[src/rtl/dcache_warmup_pkg.sv]
// Shared definitions for the dcache tag warm-up loader: FSM states and default geometry.
package dcache_warmup_pkg;

    localparam int SETS_DEF     = 64;
    localparam int WAYS_DEF     = 4;
    localparam int TAG_BITS_DEF = 22;
    localparam int ADDR_BITS    = $clog2(SETS_DEF);
    localparam int ROW_BITS     = WAYS_DEF * TAG_BITS_DEF;

    typedef enum logic [2:0] {
        IDLE,
        LOAD,
        DRAIN,
        READ,
        CHECK,
        DONE
    } state_e;

endpackage

[src/rtl/dcache_tag_loader.sv]
// Streams one tag row per set into the dcache tag SRAM, then optionally reads every
// row back and compares an XOR signature of what was written against what was read.
module dcache_tag_loader
    import dcache_warmup_pkg::*;
#(
    parameter int SETS     = SETS_DEF,
    parameter int WAYS     = WAYS_DEF,
    parameter int TAG_BITS = TAG_BITS_DEF,
    parameter bit VERIFY   = 1'b1,
    localparam int AW = (SETS == SETS_DEF) ? ADDR_BITS : ((SETS > 1) ? $clog2(SETS) : 1),
    localparam int RW = ((WAYS == WAYS_DEF) && (TAG_BITS == TAG_BITS_DEF)) ? ROW_BITS
                                                                            : WAYS * TAG_BITS
) (
    input  logic            clock,
    input  logic            reset,
    input  logic            start,
    input  logic            in_valid,
    output logic            in_ready,
    input  logic [RW-1:0]   in_tags,
    output logic [AW-1:0]   RW0_addr,
    output logic            RW0_en,
    output logic            RW0_wmode,
    output logic [RW-1:0]   RW0_wdata,
    output logic [WAYS-1:0] RW0_wmask,
    input  logic [RW-1:0]   RW0_rdata,
    output logic            busy,
    output logic            done,
    output logic            error
);

    localparam logic [AW:0] LAST_IDX = (AW + 1)'(SETS - 1);
    localparam logic [AW:0] ONE      = (AW + 1)'(1);

    state_e          state_q, state_d;
    logic [AW:0]     set_cnt_q, set_cnt_d;
    logic [AW:0]     rd_cnt_q, rd_cnt_d;
    logic [RW-1:0]   wr_sum_q, wr_sum_d;
    logic [RW-1:0]   rd_sum_q, rd_sum_d;
    logic            error_q, error_d;
    logic            rd_vld_q, rd_vld_d;
    logic            wr_en_q, wr_en_d;
    logic [AW-1:0]   wr_addr_q, wr_addr_d;
    logic [RW-1:0]   wr_data_q, wr_data_d;
    logic            rd_issue;

    always_ff @(posedge clock) begin
        if (reset) begin
            state_q   <= IDLE;
            set_cnt_q <= '0;
            rd_cnt_q  <= '0;
            wr_sum_q  <= '0;
            rd_sum_q  <= '0;
            error_q   <= 1'b0;
            rd_vld_q  <= 1'b0;
            wr_en_q   <= 1'b0;
            wr_addr_q <= '0;
            wr_data_q <= '0;
        end else begin
            state_q   <= state_d;
            set_cnt_q <= set_cnt_d;
            rd_cnt_q  <= rd_cnt_d;
            wr_sum_q  <= wr_sum_d;
            rd_sum_q  <= rd_sum_d;
            error_q   <= error_d;
            rd_vld_q  <= rd_vld_d;
            wr_en_q   <= wr_en_d;
            wr_addr_q <= wr_addr_d;
            wr_data_q <= wr_data_d;
        end
    end

    always_comb begin
        state_d   = state_q;
        set_cnt_d = set_cnt_q;
        rd_cnt_d  = rd_cnt_q;
        wr_sum_d  = wr_sum_q;
        rd_sum_d  = rd_sum_q;
        error_d   = error_q;
        rd_vld_d  = 1'b0;
        wr_en_d   = 1'b0;
        wr_addr_d = '0;
        wr_data_d = '0;

        // Read data lags its address by one cycle, so folding keys off last cycle's read.
        if (rd_vld_q) begin
            rd_sum_d = rd_sum_q ^ RW0_rdata;
        end

        case (state_q)
            IDLE, DONE: begin
                if (start) begin
                    state_d   = LOAD;
                    set_cnt_d = '0;
                    rd_cnt_d  = '0;
                    wr_sum_d  = '0;
                    rd_sum_d  = '0;
                    error_d   = 1'b0;
                end
            end
            LOAD: begin
                if (in_valid) begin
                    wr_en_d   = 1'b1;
                    wr_addr_d = set_cnt_q[AW-1:0];
                    wr_data_d = in_tags;
                    wr_sum_d  = wr_sum_q ^ in_tags;
                    set_cnt_d = set_cnt_q + ONE;
                    if (set_cnt_q == LAST_IDX) begin
                        state_d = DRAIN;
                    end
                end
            end
            DRAIN: begin
                state_d = VERIFY ? READ : DONE;
            end
            READ: begin
                rd_vld_d = 1'b1;
                rd_cnt_d = rd_cnt_q + ONE;
                if (rd_cnt_q == LAST_IDX) begin
                    state_d = CHECK;
                end
            end
            CHECK: begin
                error_d = (rd_sum_d != wr_sum_q);
                state_d = DONE;
            end
            default: begin
                state_d = IDLE;
            end
        endcase
    end

    // Writes come from the registered beat; reads are issued straight from the READ state.
    assign rd_issue  = (state_q == READ);
    assign in_ready  = (state_q == LOAD);
    assign busy      = (state_q inside {LOAD, DRAIN, READ, CHECK});
    assign done      = (state_q == DONE);
    assign error     = error_q;
    assign RW0_en    = wr_en_q | rd_issue;
    assign RW0_wmode = wr_en_q;
    assign RW0_addr  = wr_en_q ? wr_addr_q : (rd_issue ? rd_cnt_q[AW-1:0] : '0);
    assign RW0_wdata = wr_data_q;
    assign RW0_wmask = {WAYS{wr_en_q}};

endmodule

[config.mk]
export PLATFORM = sky130hd
export DESIGN_NAME = dcache_tag_loader
export DESIGN_NICKNAME = d
export VERILOG_FILES = /design/src/rtl/dcache_warmup_pkg.sv /design/src/rtl/dcache_tag_loader.sv
export SDC_FILE = /design/constraint.sdc
export NUM_CORES = 1
export LEC_CHECK = 0
export CORE_ASPECT_RATIO = 2
export CORE_MARGIN = 2
export CORE_UTILIZATION = 54
export CTS_CLUSTER_DIAMETER = 120
export DETAILED_ROUTE_END_ITERATION = 10
export PLACE_DENSITY = 0.93
export SYNTH_ARGS = -nofsm -noshare
export SYNTH_HDL_FRONTEND = slang
export SYNTH_SLANG_ARGS = --single-unit
export TNS_END_PERCENT = 100
[constraint.sdc]
create_clock -name clock -period 4.3 [get_ports clock]
set_input_delay 0.86 -clock clock [delete_from_list [all_inputs] [get_ports clock]]
set_output_delay 0.86 -clock clock [all_outputs]
set_load 0.1 [all_outputs]
# == Yosys cells after proc, flatten, opt, wreduce, memory -nomap -nowiden ==
# Index checks and enable logic that the tools add are counted.
# op_classes
reduce_logical,12
magnitude_cmp,0
muxes,21
add_sub_neg,2
bitwise_logic,5
eq_ne,12
div,0
shifts,0
n_mul,0
# ops
op,count
$mux 88,5
$pmux 88 s2,1
$xor 88x88->88,2
$ne 88x88->1,1
$pmux 7 s2,2
$pmux 3 s5,1
$add 7x1->7 const B,2
$eq 7x6->1 const B,2
$mux 7,2
$mux 3,4
$mux 6,2
$eq 3x2->1 const B,2
$eq 3x3->1 const B,2
$reduce_bool 2->1,3
$ne 2x1->1 const B,2
$ne 2x2->1 const B,2
$reduce_and 2->1,2
$reduce_and 4->1,1
$reduce_bool 4->1,1
$reduce_or 2->1,2
$eq 3x1->1 const B,1
$logic_not 3->1,1
$mux 1,3
$reduce_and 3->1,1
4 further kinds,5
# totals
mem_count,0
latch_bits,0
reg_bits,290
ram_bits,0
rom_bits,0
output_inout_bits,104
inputBits,180

# == Logic depth before layout (Yosys ltp) ==
# logic_depth
ltp_word,4
depth_mapped,10
mapped_depth_nobuf,8

# == Least setup slack after synthesis ==
# No wires, ideal clock.
# synth_path
path_type,register to output
start,reg state_q[1]
end,out RW0_addr[0]
setup_slack_ps,175
path_stages_with_launch,6
t_arrival_ps,3265
required_ps,3440
n_path_buf,2
cell_sequence,dfxtp_1 -> clkbuf_1 -> and2_1 -> clkbuf_1 -> nand2_1 -> o21ai_0
# synth_via
elab_chain_cells,3
# synth_lines
item,line_no,rtl
"start, declared",dcache_tag_loader.sv:34,"state_e state_q, state_d;"
"start signal, assigned",dcache_tag_loader.sv:59,state_q <= state_d;
$eq 3x2->1,dcache_tag_loader.sv:133,assign rd_issue = (state_q == READ);
$mux 6 (2 in series),dcache_tag_loader.sv:140,assign RW0_addr = wr_en_q ? wr_addr_q : (rd_issue ? rd_cnt_q[AW-1:0] : '0);
"end, declared",dcache_tag_loader.sv:20,"output logic [AW-1:0] RW0_addr,"
# No other way between the ends.

# == Worst setup path after layout ==
# layout_path
start,reg state_q[0]
end,out in_ready
# layout_via
elab_chain_cells,1
# layout_lines
item,line_no,rtl
$eq 3x1->1,dcache_tag_loader.sv:134,assign in_ready = (state_q == LOAD);
"end, declared",dcache_tag_loader.sv:18,"output logic in_ready,"
# No other way between the ends.

==> flow_summary_export.csv <==
group,metric,value,unit
status,outcome,"complete, no violations",
placed_design,hpwl,24250,µm
power,ir_worst_vdd,0.4247,mV
clock_tree,cts-hold-fix-buffers,0,
detailed_routing,ant_nets,0,
floorplanning,die-area,0.02318,mm²
clock_tree,postCtsResizedCells,0,
detailed_routing,drt_wl_total,33720,µm
clock_tree,cts_setup_buffers,0,
global_routing,track_usage,29.03,%
sta,finalCritPeriodShare,85.37,%
clock_tree,cts_buffers,25,
layout,drive_above_1_share,4.207,%
sta,finalSetupViolCount,0,
layout,final_cell_mix,"289 x dfxtp_1, 276 x clkdlybuf4s50_1, 206 x nor2_1",
layout,nNetsFinal,1734,
floorplanning,die_w,108.7,µm
sta,relSlewSlack,28.66,%
setup_path,critPathLaunchType,"flip-flop",
placed_design,placed_area,0.01478,mm²
clock_tree,cts.htree.levels,1,
setup_path,path_max_fanout,11,
global_routing,grt_pass1_vias,10140,
logic_synthesis,synth_edf_count,0,
placed_design,port_buffers,283,
layout,syn_to_final_growth,31.79,%
floorplanning,core,0.02149,mm²
sta,tns,0,ns
logic_synthesis,synth-main-ff-cell,"dfxtp_1",
clock_tree,clk_latency,0.55,ns
sta,finalCriticalPeriod,3.671,ns
sta,finalMaxSlewViolations,0,
flow_run,drv_cap,0,
logic_synthesis,synth_fp_nets,1477,
min_path,hp-class,"flip-flop to flip-flop",
logic_synthesis,syn_avg_cell_area,9.136,µm²
min_path,holdPathStages,1,
sta,max_freq,0.2724,GHz
clock_tree,clockBufferDepth,3,
global_routing,grt_antenna_before_repair,3,
detailed_routing,vias_per_cell,5.267,
floorplanning,core.rowCount,76,
sta,worst_slew_pin_slew,1.067,ns
logic_synthesis,syn_area,0.01183,mm²
detailed_routing,drt_pass1_iterations,6,
logic_synthesis,synth_cell_type_count,55,
sta,timing.final.hold_violations,0,
detailed_routing,initialDrtViolationCount,660,
detailed_routing,post_drt_wl_per_cell,18.26,µm
logic_synthesis,yosys_warnings,0,
floorplanning,io_pins,284,
placed_design,place_congestion,0.9207,
logic_synthesis,ys_seq_elements,290,
power,p_leak,0.006053,µW
detailed_routing,vias,9728,
global_routing,grt_max_degree,83,
logic_synthesis,netlist_instances,1295,
setup_path,cp.required,3.44,ns
power,p_per_area,535.1,mW/mm²
floorplanning,start_util,55.05,%
detailed_routing,drc,0,
setup_path,worstRegToRegCells,8,
logic_synthesis,ys_seq_area_share,49.07,%
layout,layout_commonest_cell,"dfxtp_1",
logic_synthesis,synthArstFlopShare,0,%
clock_tree,cts_sinks,290,
setup_path,worstSetupEndpointType,"output pin",
clock_tree,cts_root_buf,"clkbuf_16",
clock_tree,clkSlewWorstSetupHoldPaths,0.07,ns
setup_path,cp.arrival,2.81,ns
floorplanning,die_y,213.3,µm
clock_tree,cts_tree,"built",
setup_path,path_class,"flip-flop to output pin",
sta,rsz0062_at_grt,"no",
global_routing,grt_pass1_wl,52020,µm
global_routing,overflow,0,
layout,fin_util,72.55,%
layout,fin_area,0.01559,mm²
sta,skew,0.01634,ns
==> through the flow <==
stage | worst slack, ns | power [µW] | cells | hold slack (ns)
2_1_floorplan | 0.1752 | 5285 | 1295 | 0.4648
3_3_place_gp | 0.9565 | 6031 | 1798 | 0.4865
3_5_place_dp | 1.002 | 6100 | 1798 | 0.4963
4_1_cts | 0.6465 | 8353 | 1842 | 0.5097
5_1_grt | 0.5578 | 8692 | 1845 | 0.5370
6_report | 0.6289 | 8343 | 1847 | 0.5136
==> Yosys cell counts, types with 6 or more instances <==
master      n  area (µm²)
xor2_1    195        1708
nand2_1   198       743.2
and2_1     95       594.3
dfxtp_1   290        5806
o22ai_1     7       43.79
nor2_1    208       780.8
a21oi_1    14       70.07
o21ai_0    20       100.1
nor4_1      7       43.79
buf_4       6       45.04
clkbuf_1   34       127.6
nand4_1    15       93.84
buf_6       7       78.83
nand3_1    10       50.05
nand3b_1    6       45.04
a31oi_1     6       37.54
buf_2      14       70.07
inv_1      12       45.04
xnor2_1    69       604.3
==> worst paths after layout <==
check | from | to | slack [ns]
min reg2reg | set_cnt_q[0] | wr_addr_q[0] | 0.51
max | state_q[0] | in_ready | 0.63
min | set_cnt_q[0] | wr_addr_q[0] | 0.51
max reg2reg | rd_vld_q | error | 1.09
==> per-layer routing <==
| metal | wire length, µm | track usage (%) |
|---|---|---|
| met5 | 0 | 0 |
| met3 | 1884 | 3.495 |
| met2 | 17670 | 52.35 |
| met1 | 11870 | 31.08 |
| met4 | 2292 | 19.45 |
==> registers in the layout, summed over array words and instances (netlist names), 3 cells and up <==
register,count
rd_sum_q,88
state_q,3
rd_cnt_q,7
RW0_wdata,88
set_cnt_q,7
wr_sum_q,88
wr_addr_q,6
==> worst max-delay path, cell delays in order (launching register included) <==
cell	delay (ns)
dfxtp_1	0.54
nor2b_1	0.34
and2b_1	0.24
clkdlybuf4s50_1	1.15
==> kinds of logic after synthesis <==
| family | after synthesis | share of synthesized area, % |
|---|---|---|
| compound gates | 88 | 5.055 |
| xor+xnor | 270 | 20.69 |
| fa+ha+maj | 2 | 0.2115 |
| buf+inv | 73 | 3.099 |
| flops | 290 | 49.07 |
| mux | 6 | 0.5393 |
| simple gates | 566 | 21.34 |
==> report_power, final <==
part           internal, µW  total (µW)  switching [µW]
combinational          1020        2780            1760
clock                  1240        2240            1000
sequential             3000        3330             328
==> final cells by class <==
class,count,area (µm²)
diodes,5,12.51
clock buffers,37,730.7
clock inverters,7,67.56
fillers,1523,5898
inverters,12,45.04
multi-input cells,932,5685
flip-flops and latches,290,5809
well taps,273,341.6
repair buffers,291,2900
No activity file was read; power rests on OpenSTA's default activity.
